File: src/rtl/frame_snap_ctrl.sv
`default_nettype none
// ============================================================================
// frame_snap_ctrl : freezes one camera frame and streams it to the OLED block
// Revision 1.0 : initial release
// ============================================================================
module frame_snap_ctrl #(
   parameter int C_IMG_COLS    = 80,
   parameter int C_IMG_ROWS    = 60,
   parameter int C_NB_ADDR     = 13,
   parameter int C_NB_PXL      = 16,
   parameter int C_AUTO_PERIOD = 0
) (
   input  logic                 clk,
   input  logic                 rst,
   input  logic                 snap_req,
   input  logic                 btn_hold,
   input  logic                 cap_we_in,
   input  logic [C_NB_ADDR-1:0] cap_addr,
   output logic                 cap_we_out,
   input  logic [C_NB_ADDR-1:0] vga_addr,
   output logic [C_NB_ADDR-1:0] rd_addr,
   input  logic [C_NB_PXL-1:0]  rd_data,
   output logic                 vga_blank,
   output logic [C_NB_PXL-1:0]  pix_data,
   output logic                 pix_valid,
   input  logic                 pix_ready,
   output logic                 oled_rst,
   output logic                 busy,
   output logic [7:0]           frames_sent
);

   localparam int                   C_PXLS     = C_IMG_COLS * C_IMG_ROWS;
   localparam logic [C_NB_ADDR-1:0] C_LAST     = C_NB_ADDR'(C_PXLS - 1);
   localparam logic [7:0]           C_AUTO_CNT = 8'(C_AUTO_PERIOD);
   localparam logic                 C_AUTO_EN  = (C_AUTO_PERIOD != 0);

   localparam logic [2:0] C_S_LIVE  = 3'd0;
   localparam logic [2:0] C_S_ARM   = 3'd1;
   localparam logic [2:0] C_S_ISSUE = 3'd2;
   localparam logic [2:0] C_S_LATCH = 3'd3;
   localparam logic [2:0] C_S_HOLD  = 3'd4;
   localparam logic [2:0] C_S_DONE  = 3'd5;

   logic [2:0]           r_state;
   logic [2:0]           w_next_state;
   logic [C_NB_ADDR-1:0] r_ptr;
   logic [C_NB_PXL-1:0]  r_pix_data;
   logic                 r_pix_valid;
   logic [7:0]           r_frames_sent;
   logic [7:0]           r_auto_cnt;
   logic                 r_snap_q;
   logic                 r_snap_qq;
   logic                 w_eof;
   logic                 w_snap_edge;
   logic                 w_auto_hit;
   logic                 w_trig;

   // EOF uses the raw write enable so btn_hold cannot stall the arm phase
   assign w_eof       = cap_we_in && (cap_addr == C_LAST);
   assign w_snap_edge = r_snap_q & ~r_snap_qq;
   assign w_auto_hit  = C_AUTO_EN && (r_auto_cnt == C_AUTO_CNT);
   assign w_trig      = (r_state == C_S_LIVE) && (w_snap_edge || w_auto_hit);

   always_ff @(posedge clk or posedge rst) begin
      if (rst) begin
         r_state <= C_S_LIVE;
      end else begin
         r_state <= w_next_state;
      end
   end

   always_comb begin
      w_next_state = r_state;
      case (r_state)
         C_S_LIVE:  if (w_trig) w_next_state = C_S_ARM;
         C_S_ARM:   if (w_eof) w_next_state = C_S_ISSUE;
         C_S_ISSUE: w_next_state = C_S_LATCH;
         C_S_LATCH: w_next_state = C_S_HOLD;
         C_S_HOLD:  if (pix_ready) w_next_state = (r_ptr == C_LAST) ? C_S_DONE : C_S_ISSUE;
         C_S_DONE:  w_next_state = C_S_LIVE;
         default:   w_next_state = C_S_LIVE;
      endcase
   end

   always_comb begin
      cap_we_out = 1'b0;
      rd_addr    = vga_addr;
      vga_blank  = 1'b0;
      oled_rst   = 1'b1;
      busy       = (r_state != C_S_LIVE);
      case (r_state)
         C_S_LIVE, C_S_ARM: cap_we_out = cap_we_in & ~btn_hold;
         C_S_DONE:          ;
         default: begin
            rd_addr   = r_ptr;
            vga_blank = 1'b1;
            oled_rst  = 1'b0;
         end
      endcase
   end

   always_ff @(posedge clk or posedge rst) begin
      if (rst) begin
         r_ptr         <= '0;
         r_pix_data    <= '0;
         r_pix_valid   <= 1'b0;
         r_frames_sent <= 8'd0;
         r_auto_cnt    <= 8'd0;
         r_snap_q      <= 1'b0;
         r_snap_qq     <= 1'b0;
      end else begin
         // edge detector keeps tracking the input in every state
         r_snap_q  <= snap_req;
         r_snap_qq <= r_snap_q;
         if (w_trig) begin
            r_auto_cnt <= 8'd0;
         end else if ((r_state == C_S_LIVE) && w_eof) begin
            r_auto_cnt <= r_auto_cnt + 8'd1;
         end
         case (r_state)
            C_S_ARM: begin
               if (w_eof) r_ptr <= '0;
            end
            C_S_LATCH: begin
               r_pix_data  <= rd_data;
               r_pix_valid <= 1'b1;
            end
            C_S_HOLD: begin
               if (pix_ready) begin
                  r_pix_valid <= 1'b0;
                  if (r_ptr != C_LAST) r_ptr <= r_ptr + 1'b1;
               end
            end
            C_S_DONE: r_frames_sent <= r_frames_sent + 8'd1;
            default: ;
         endcase
      end
   end

   assign pix_data    = r_pix_data;
   assign pix_valid   = r_pix_valid;
   assign frames_sent = r_frames_sent;

endmodule
`default_nettype wire

File: config.mk
export PLATFORM = sky130hd
export DESIGN_NAME = frame_snap_ctrl
export DESIGN_NICKNAME = d
export VERILOG_FILES = /design/src/rtl/frame_snap_ctrl.sv
export SDC_FILE = /design/constraint.sdc
export NUM_CORES = 1
export LEC_CHECK = 0
export BUFFER_PORTS_ARGS = -buffer_cell sky130_fd_sc_hd__clkbuf_2
export CAP_MARGIN = 30
export CORE_ASPECT_RATIO = 0.8
export CORE_UTILIZATION = 45
export DETAILED_ROUTE_END_ITERATION = 12
export PLACE_DENSITY = 0.76
export SKIP_LAST_GASP = 1
export SYNTH_ARGS = -nofsm -noshare
export SYNTH_HDL_FRONTEND = slang
export SYNTH_SLANG_ARGS = --single-unit
File: constraint.sdc
create_clock -name clk -period 2.3 [get_ports clk]
set_clock_uncertainty 0.1 [all_clocks]
set_input_delay 0.46 -clock clk [delete_from_list [all_inputs] [get_ports clk]]
set_output_delay 0.46 -clock clk [all_outputs]
set_load 0.005 [all_outputs]
==> out/qor.csv <==
metric,value,unit
h-tree-depth,2,
cts_buffers,5,
io_pins,90,
crit_path_start_kind,flip-flop,
finalWorstSetupSlack,175,ps
drtPass1Iterations,4,
core_area,4570,um^2
hold_violations,0,
synthTopCellsByArea,"dfrtp_1, mux2_2, a31oi_1",
drt_iter0_markers,113,
rsz0062_at_grt,false,
clockBufferDepth,2,
path_class,reg -> reg,
stdcell_area,2830,um^2
cts.sinks,43,
finalSetupTns,0,ps
syn_avg_cell_area,10.8,um^2
initial_utilization,46.8,%
r2r_end,r_ptr[4],
synth_nets,248,
synth-warning-count,0,
grt_pass1_wl,7.87,mm
setup_viol,0,
synthArstFlopShare,100,%
synth-edff-count,0,
wl,4.91,mm
pre_cts_ws,238,ps
ys.flop_type,dfrtp_1,
drcViolationCount,0,
gp_congestion,0.817,
crit_path_end_kind,flip-flop,
synth_top_cell_by_area,dfrtp_1,
grt_max_degree,42,
dp_hpwl,3.61,mm
die_h,63.6,um
rr_startpoint,r_ptr[0],
die_area,5030,um^2
r2r_cells,5,
max_slew_margin,65.2,%
wl_per_cell,13.7,um
period_share,92.4,%
root_buffer,clkbuf_8,
worstPathMaxFanout,13,
vias,1912,
port_buffers,89,
leakagePower,1.39,nW
grt_pass1_vias,1754,
synth_top_area_share,50.4,%
ys_ff_latch,43,
cts_tree,done,
synthCells,198,
drv_slew,0,
grt_overflow,0,
drtAntennaViolNets,0,
nets,347,
via_per_inst,5.34,
power.density,542,nW/um^2
place_area,2680,um^2
antenna_cells,0,
arrival,2230,ps
track_usage,20.4,%
fmax,471,MHz
cts.clk_slew.worst_paths,80,ps
fill_cells,402,
synthToLayoutAreaGrowth,32.5,%
finalPower,1.54,mW
worstMarginPinSlew,517,ps
layout-drive-gt1-share,46.6,%
rrSetupSlack,180,ps
hp-class,in -> reg,
vdd_drop_max,0.298,mV
antenna_found_initial,0,
die_w,79.0,um
fp-row-count,22,
crit_start,r_ptr[0],
insertion_delay,300,ps
ys_types,38,
cp_data_required_time,2410,ps
maxCapViolations,0,
yosysSeqAreaShare,50.4,%
min_period,2120,ps
synthesis.area,2140,um^2
worstSetupEndpoint,r_ptr[4],
status,finished clean,
-- critical path, stage by stage, from the launching register on --
cell	delay [ps]
dfrtp_1	430
ha_1	230
nand3_2	110
or4_1	590
a32o_2	360
a21boi_0	220
-- through the flow --
| stage | hold WS, ps | std cells | util (%) |
|---|---|---|---|
| global route | 150 | 358 | 62.0 |
| global placement | 202 | 346 | 58.6 |
| CTS | 157 | 355 | 61.4 |
| floorplan | 254 | 198 | - |
| finish | 166 | 358 | 62.0 |
| detailed placement | 211 | 346 | 58.6 |
-- report_power, final --
group	internal (mW)	switching, mW
registers	0.775	0.0105
logic	0.0784	0.0609
clock network	0.351	0.260
-- repair_timing --
action,4_1_cts,5_1_grt
hold buffers,1,0
setup buffers,0,3
resized for setup,1,1
hold endpoints to repair,2,0
setup endpoints to repair,9,9
-- logic make-up (layout without fill, tap and decap cells) --
logic type,Yosys count,count (layout),share of synthesized area [%]
AOI/OAI and AO/OA,42,42,12.1
xor gates and xnor gates,7,7,2.87
adders and majority gates,2,2,1.17
buffers and inverters,20,120,4.04
DFF,43,43,50.4
muxes,28,28,14.6
and+or+nand+nor,56,56,14.9
-- cell usage in the layout, fill, tap and decap left out, types with 6 or more instances in the layout --
cell type	Yosys	layout
clkbuf_8	0	6
o21ai_0	10	10
nand2_1	16	16
mux2_2	26	26
buf_4	0	11
nand3_1	6	6
clkbuf_2	0	89
a21oi_1	7	7
dfrtp_1	43	42
inv_1	10	10
a31oi_1	16	16
-- cell type report --
class	instances	area (um^2)	share of cell area, %
flip-flops and latches	43	1080	38.0
multi-input cells	135	975	34.4
repair buffers	102	549	19.4
clock buffers	6	82.6	2.92
well taps	60	75.1	2.65
inverters	10	37.5	1.33
clock inverters	2	35.0	1.24
-- registers in the layout (all words and copies together), names as in the netlist --
name and flops:
pix_valid 1, r_ptr 13, r_snap_q 1, pix_data 16, r_state 3, frames_sent 8
r_snap_qq 1
-- metal layers --
layer,part of all wire [%],GRT usage [%]
met2,48,34.6
met4,1.4,6.14
met3,6.9,5.07
met1,44,25.4
met5,0,0
-- how the worst min path moves through the flow --
| stage | depth (start not counted) | start | slack [ps] | endpoint |
|---|---|---|---|---|
| floorplan | 0 | r_snap_q | 250 | r_snap_qq |
| global placement | 2 | rst | 200 | pix_data[13] |
| detailed placement | 2 | rst | 210 | pix_data[12] |
| CTS | 1 | snap_req | 160 | r_snap_q |
| global route | 1 | snap_req | 150 | r_snap_q |
| finish | 1 | snap_req | 170 | r_snap_q |
-- synthesized netlist by cell type, types with 3 or more instances --
cell type and count:
clkbuf_1 6, mux2_2 26, buf_2 3, dfrtp_1 43, a31oi_1 16, nor2_1 5
nor4_1 4, inv_1 10, nand2_1 16, o21ai_0 10, nor3_1 3, nand4b_1 3
a21oi_1 7, nand4_1 3, nand3_1 6, xnor2_1 5, o21a_1 4, nand2b_1 3
Power figures use the tool's default switching activity.
